==> config.mk <==
export PLATFORM = sky130hd
export DESIGN_NAME = ram_port_arbiter
export DESIGN_NICKNAME = d
export VERILOG_FILES = /design/src/rtl/ram_port_arbiter_pkg.sv /design/src/rtl/ram_port_arbiter_rr_arb2.sv /design/src/rtl/ram_port_arbiter.sv
export SDC_FILE = /design/constraint.sdc
export NUM_CORES = 1
export LEC_CHECK = 0
export BUFFER_PORTS_ARGS = -buffer_cell sky130_fd_sc_hd__buf_2
export CORE_AREA = 2 2 83 85
export CTS_CLUSTER_SIZE = 24
export DETAILED_ROUTE_END_ITERATION = 10
export DIE_AREA = 0 0 85 87
export HOLD_SLACK_MARGIN = 0.15
export PLACE_DENSITY = 0.78
export SLEW_MARGIN = 20
export SYNTH_ARGS = -nofsm -noshare
export SYNTH_HDL_FRONTEND = slang
export SYNTH_SLANG_ARGS = --single-unit
==> constraint.sdc <==
create_clock -name clk -period 1.9 [get_ports clk]
set_input_delay 0.19 -clock clk [delete_from_list [all_inputs] [get_ports clk]]
set_output_delay 0.19 -clock clk [all_outputs]
set_load 0.005 [all_outputs]
==> src/rtl/ram_port_arbiter_pkg.sv <==
// Shared definitions for the two-client RAM port arbiter: controller states and
// parameter defaults.
package ram_port_arbiter_pkg;

  localparam int unsigned DEP_DEF   = 64;
  localparam int unsigned WID_DEF   = 16;
  localparam int unsigned ADD_W_DEF = 6;
  localparam logic [15:0] INIT_VAL_DEF = 16'h0000;

  typedef enum logic {
    ST_INIT  = 1'b0,
    ST_SERVE = 1'b1
  } state_e;

endpackage

==> src/rtl/ram_port_arbiter_rr_arb2.sv <==
// Two-way round-robin arbiter. Grants are combinational, and the priority pointer
// flips to the other side after every grant.
module rr_arb2 (
  input  logic clk,
  input  logic rst_n,
  input  logic en,
  input  logic req_a,
  input  logic req_b,
  output logic gnt_a,
  output logic gnt_b
);

  // 0: A wins a tie, 1: B wins a tie
  logic ptr_b_q, ptr_b_d;

  always_comb begin
    gnt_a   = en && req_a && (!req_b || !ptr_b_q);
    gnt_b   = en && req_b && (!req_a ||  ptr_b_q);
    ptr_b_d = ptr_b_q;
    if (gnt_a)      ptr_b_d = 1'b1;
    else if (gnt_b) ptr_b_d = 1'b0;
  end

  always_ff @(posedge clk or negedge rst_n) begin
    if (!rst_n) ptr_b_q <= 1'b0;
    else        ptr_b_q <= ptr_b_d;
  end

endmodule

==> src/rtl/ram_port_arbiter.sv <==
// Shares one single-port RAM between requesters A and B using round-robin arbitration.
// After reset, or when clr is raised, it runs a clear sweep that writes INIT_VAL to every word.
module ram_port_arbiter
  import ram_port_arbiter_pkg::*;
#(
  parameter int unsigned     DEP      = DEP_DEF,
  parameter int unsigned     WID      = WID_DEF,
  parameter int unsigned     ADD_W    = ADD_W_DEF,
  parameter logic [WID-1:0]  INIT_VAL = WID'(INIT_VAL_DEF)
) (
  input  logic             clk,
  input  logic             rstn,
  input  logic             clr,
  input  logic             a_req,
  input  logic             a_wr,
  input  logic [ADD_W-1:0] a_addr,
  input  logic [WID-1:0]   a_wdata,
  output logic             a_gnt,
  output logic             a_rvalid,
  output logic [WID-1:0]   a_rdata,
  input  logic             b_req,
  input  logic             b_wr,
  input  logic [ADD_W-1:0] b_addr,
  input  logic [WID-1:0]   b_wdata,
  output logic             b_gnt,
  output logic             b_rvalid,
  output logic [WID-1:0]   b_rdata,
  output logic             ram_wr,
  output logic [ADD_W-1:0] ram_addr,
  output logic [WID-1:0]   ram_din,
  input  logic [WID-1:0]   ram_dout,
  output logic             busy
);

  localparam logic [ADD_W-1:0] CNT_LAST = ADD_W'(DEP - 1);

  state_e           state_q, state_d;
  logic [ADD_W-1:0] cnt_q, cnt_d;
  logic [ADD_W-1:0] addr_q, addr_d;
  logic [WID-1:0]   din_q, din_d;
  logic             a_rvalid_q, a_rvalid_d;
  logic             b_rvalid_q, b_rvalid_d;
  logic [WID-1:0]   a_rdata_q, a_rdata_d;
  logic [WID-1:0]   b_rdata_q, b_rdata_d;
  logic             sweep;
  logic             serve_en;

  // Sweep writes are qualified by rstn so the RAM port stays quiet while reset is held.
  assign sweep    = (state_q == ST_INIT) && rstn;
  assign serve_en = (state_q == ST_SERVE) && !clr;
  assign busy     = (state_q == ST_INIT);

  rr_arb2 u_arb (
    .clk   (clk),
    .rst_n (rstn),
    .en    (serve_en),
    .req_a (a_req),
    .req_b (b_req),
    .gnt_a (a_gnt),
    .gnt_b (b_gnt)
  );

  always_comb begin
    state_d = state_q;
    cnt_d   = cnt_q;
    unique case (state_q)
      ST_INIT: begin
        if (cnt_q == CNT_LAST) begin
          state_d = ST_SERVE;
          cnt_d   = '0;
        end else begin
          cnt_d = cnt_q + 1'b1;
        end
      end
      ST_SERVE: begin
        if (clr) begin
          state_d = ST_INIT;
          cnt_d   = '0;
        end
      end
      default: state_d = ST_INIT;
    endcase
  end

  always_comb begin
    ram_wr   = 1'b0;
    ram_addr = addr_q;
    ram_din  = din_q;
    if (sweep) begin
      ram_wr   = 1'b1;
      ram_addr = cnt_q;
      ram_din  = INIT_VAL;
    end else if (a_gnt) begin
      ram_wr   = a_wr;
      ram_addr = a_addr;
      ram_din  = a_wdata;
    end else if (b_gnt) begin
      ram_wr   = b_wr;
      ram_addr = b_addr;
      ram_din  = b_wdata;
    end
    addr_d = ram_addr;
    din_d  = ram_din;
  end

  // RAM output is live only during the valid cycle; the held copy covers the rest.
  always_comb begin
    a_rvalid_d = a_gnt && !a_wr;
    b_rvalid_d = b_gnt && !b_wr;
    a_rvalid   = a_rvalid_q;
    b_rvalid   = b_rvalid_q;
    a_rdata    = a_rvalid_q ? ram_dout : a_rdata_q;
    b_rdata    = b_rvalid_q ? ram_dout : b_rdata_q;
    a_rdata_d  = a_rdata;
    b_rdata_d  = b_rdata;
  end

  always_ff @(posedge clk or negedge rstn) begin
    if (!rstn) begin
      state_q    <= ST_INIT;
      cnt_q      <= '0;
      addr_q     <= '0;
      din_q      <= '0;
      a_rvalid_q <= 1'b0;
      b_rvalid_q <= 1'b0;
      a_rdata_q  <= '0;
      b_rdata_q  <= '0;
    end else begin
      state_q    <= state_d;
      cnt_q      <= cnt_d;
      addr_q     <= addr_d;
      din_q      <= din_d;
      a_rvalid_q <= a_rvalid_d;
      b_rvalid_q <= b_rvalid_d;
      a_rdata_q  <= a_rdata_d;
      b_rdata_q  <= b_rdata_d;
    end
  end

endmodule

==> reports/qor.txt <==
Clock share of power -> 22.4%
Final setup viols -> 2
Yosys cell types -> 29
Static Leakage -> 2.24 nW
# clock sinks -> 64
Minimum clock period -> 1.93 ns
Starting density of the core -> 42.2%
EDFF count, synth -> 0
Synthesized area -> 2780 µm²
RSZ-0062 raised after global routing -> yes
Max-slew headroom -> 56.0%
Post-Syn Nets -> 319
N_diodes -> 0
Pint -> 3.54 mW
Max Root-Sink Buffers -> 2
Initial DRC count -> 141
Hold Path Stages -> 3
DR WL/cell -> 16.6 µm
Violated checks -> negative setup slack
Net Sw Frac -> 32.1%
Fill cells -> 529
Largest net degree at the start of global routing -> 54
Clock Latency Late Sink -> 0.33 ns
Power density cells -> 1160 nW/µm²
Share of layout cells above drive strength 1 -> 53.4%
Top cell type's share of synthesized area -> 57.7%
ANT nets after route -> 0
Crit share post-route -> 101%
Outcome -> finished with violations
Worst setup margin -> -0.0261 ns
Hold Path Sink -> cnt_q[1]$_DFFE_PN0P_
Global-route usage over all layers -> 21.5%
WP data required -> 1.71 ns
Crit-path slowest cell -> dfrtp_1
Min-Delay Path Class -> input port to flip-flop
NumNets Final -> 505
Largest area contributor in the netlist -> dfrtp_1
Vias per std cell -> 5.10
Worst Setup End Kind -> output pin
Critical Path AT -> 1.74 ns
Endpoints failing hold -> 0
I/O pin cnt -> 127
Most numerous cell in the Yosys netlist -> dfrtp_1
Syn Area/Cell -> 11.1 µm²
Finished Cell Area -> 4510 µm²
Area added between synthesis and finish -> 62.7%
DIE AREA -> 7400 µm²
Clock-pin slew on the worst setup and hold paths -> 0.07 ns
Max Slew Vio Count -> 0
Largest stage delay on the critical path -> 0.38 ns
Sequential area share after synthesis -> 57.7%
Final hold slack -> 0.168 ns
YS warnings -> 0
Via count -> 2,664
Die H -> 87 µm
Async SR Flop Fraction -> 100%
CTS Root Cell -> clkbuf_8
Peak supply drop -> 0.000764 V
Logic gate share of total power -> 38.4%
Place WS -> 0.217 ns
Worst-case reg-to-reg path depth -> 7
Drt total wl -> 8.68 mm
Mapped Cells -> 251
Initial antenna violation count -> 0
Synth Flop Type -> dfrtp_1
CTS H-tree lvls -> 3
Top cells by count, synth -> dfrtp_1 (64), nand2_1 (47), mux2_2 (33)
TritonCTS clock tree -> built
Initial DRT Pass Iterations -> 4
Yosys reg bits -> 64
Placed cell areas -> 3490 µm²
Worst-path maximum fanout -> 26
Slew @ Worst Pin -> 0.660 ns
Final GP Congestion -> 0.850
Grt ovf -> 0
Row count -> 30
Core area -> 6570 µm²
Sw Pwr -> 1.68 mW
CP Launch Type -> flip-flop
Die X -> 85 µm
Sequential power share -> 39.1%
Setup Crit Path Kind -> flip-flop to output pin
Vias in the first global route -> 2,633
Global-route wire length before repair -> 12.4 mm
Worst r2r dst -> din_q[6]$_DFF_PN0_
MaxCap Viol Count -> 0
Hpwl dp -> 4.98 mm
Worst r2r src -> state_q$_DFF_PN0_
I/O Buffers -> 126
Worst path cell trace -> and2b_4, nand3_2, buf_12, o21ai_1, a31oi_4, buf_2
Inserted Clock Buffers -> 9
Setup slack, reg-to-reg -> 0.02 ns
Drt drc -> 0
Fin Clk Skew -> 0.0122 ns
Hold_sp -> clr
Maximum clock rate -> 519 MHz
Final core occ -> 68.7%
Synth top area cells -> dfrtp_1 (58%), mux2_2 (13%), nand2_1 (6.4%)
power groups by stage:
stage	registers [mW]	clock network [mW]	logic, mW
5_1_grt	2.09	1.26	2.19
2_1_floorplan	2.00	0	0.959
3_3_place_gp	2.03	0	1.61
3_5_place_dp	2.06	0	1.65
4_1_cts	2.03	1.20	1.80
6_report	2.04	1.17	2.01
flip-flops by register name (all words and copies together), names as in the netlist:
signal,cells
a_rdata_q,16
a_rvalid,1
addr_q,6
b_rdata_q,16
b_rvalid,1
cnt_q,6
din_q,16
state_q,1
u_arb.ptr_b_q,1
worst max-delay path by stage:
stage / slack, ns / endpoint / from / depth (start not counted)
finish: -0.03 / ram_din[13] / state_q$_DFF_PN0_ / 6
global route: -0.08 / ram_din[13] / state_q$_DFF_PN0_ / 7
CTS: 0.007 / ram_addr[5] / u_arb.ptr_b_q$_DFFE_PN0P_ / 6
detailed placement: 0.22 / ram_wr / u_arb.ptr_b_q$_DFFE_PN0P_ / 5
global placement: 0.24 / ram_wr / u_arb.ptr_b_q$_DFFE_PN0P_ / 5
floorplan: 0.56 / cnt_q[5]$_DFFE_PN0P_ / cnt_q[0]$_DFFE_PN0P_ / 5
worst max-delay path: cells and delay by family, from the launching register on:
family          cells  cell delay [ns]
compound gates      2             0.33
flops               1             0.38
buf+inv             2             0.35
simple gates        2             0.32
routing by layer:
layer  track usage, %  vias up  share of wire [%]
li1                 -     1249                  -
met1             25.9     1308                 41
met2             38.4       96                 53
met3             3.51       11                5.0
met4             8.37        0                1.3
met5                0        -                  0
timing repair:
item,in CTS,in global routing
endpoints found under the hold margin,60,0
endpoints found under the setup margin,18,24
setup buffers,7,9
resized for setup,8,45
hold buffers,37,0
pin swaps,5,21
gates cloned,1,2
layout make-up:
type / instances / area (µm²) / share of cell area (%)
sequential: 64 / 1600 / 35.5
clock buffer: 11 / 141 / 3.13
timing repair buffer: 190 / 1310 / 28.9
tap: 80 / 100 / 2.22
clock inverter: 5 / 56.3 / 1.25
timing repair inverter: 1 / 8.76 / 0.194
inverter: 4 / 31.3 / 0.693
multi-input combinational: 167 / 1270 / 28.1
metrics by stage:
| stage | power (mW) | setup TNS [ns] | instances |
|---|---|---|---|
| floorplan | 2.96 | 0 | 251 |
| global placement | 3.64 | 0 | 450 |
| detailed placement | 3.71 | 0 | 450 |
| CTS | 5.03 | 0 | 511 |
| global route | 5.53 | -0.909 | 522 |
| finish | 5.22 | -0.0299 | 522 |
kinds of logic after synthesis:
| group | Yosys count | share of synthesized area [%] |
|---|---|---|
| flops | 64 | 57.7 |
| fa+ha+maj | 1 | 0.451 |
| compound gates | 70 | 14.2 |
| buf+inv | 20 | 3.97 |
| mux | 33 | 13.4 |
| xor+xnor | 1 | 0.316 |
| simple gates | 62 | 9.92 |
cells in the final DEF (no fill, tap or decap), types with 4 or more instances in the layout:
cell	Yosys	routed
clkbuf_8	0	10
buf_2	9	126
o21ai_1	23	24
o21ai_0	9	7
nand2_2	0	8
nand2_1	47	37
mux2_2	33	33
nor2_1	5	5
buf_12	0	4
buf_4	1	17
a31oi_1	19	7
a31oi_4	0	7
dfrtp_1	64	64
buf_6	1	4
a21oi_1	14	11
dlygate4sd3_1	0	37
a31oi_2	0	5
(Power assumes the default switching activity.)
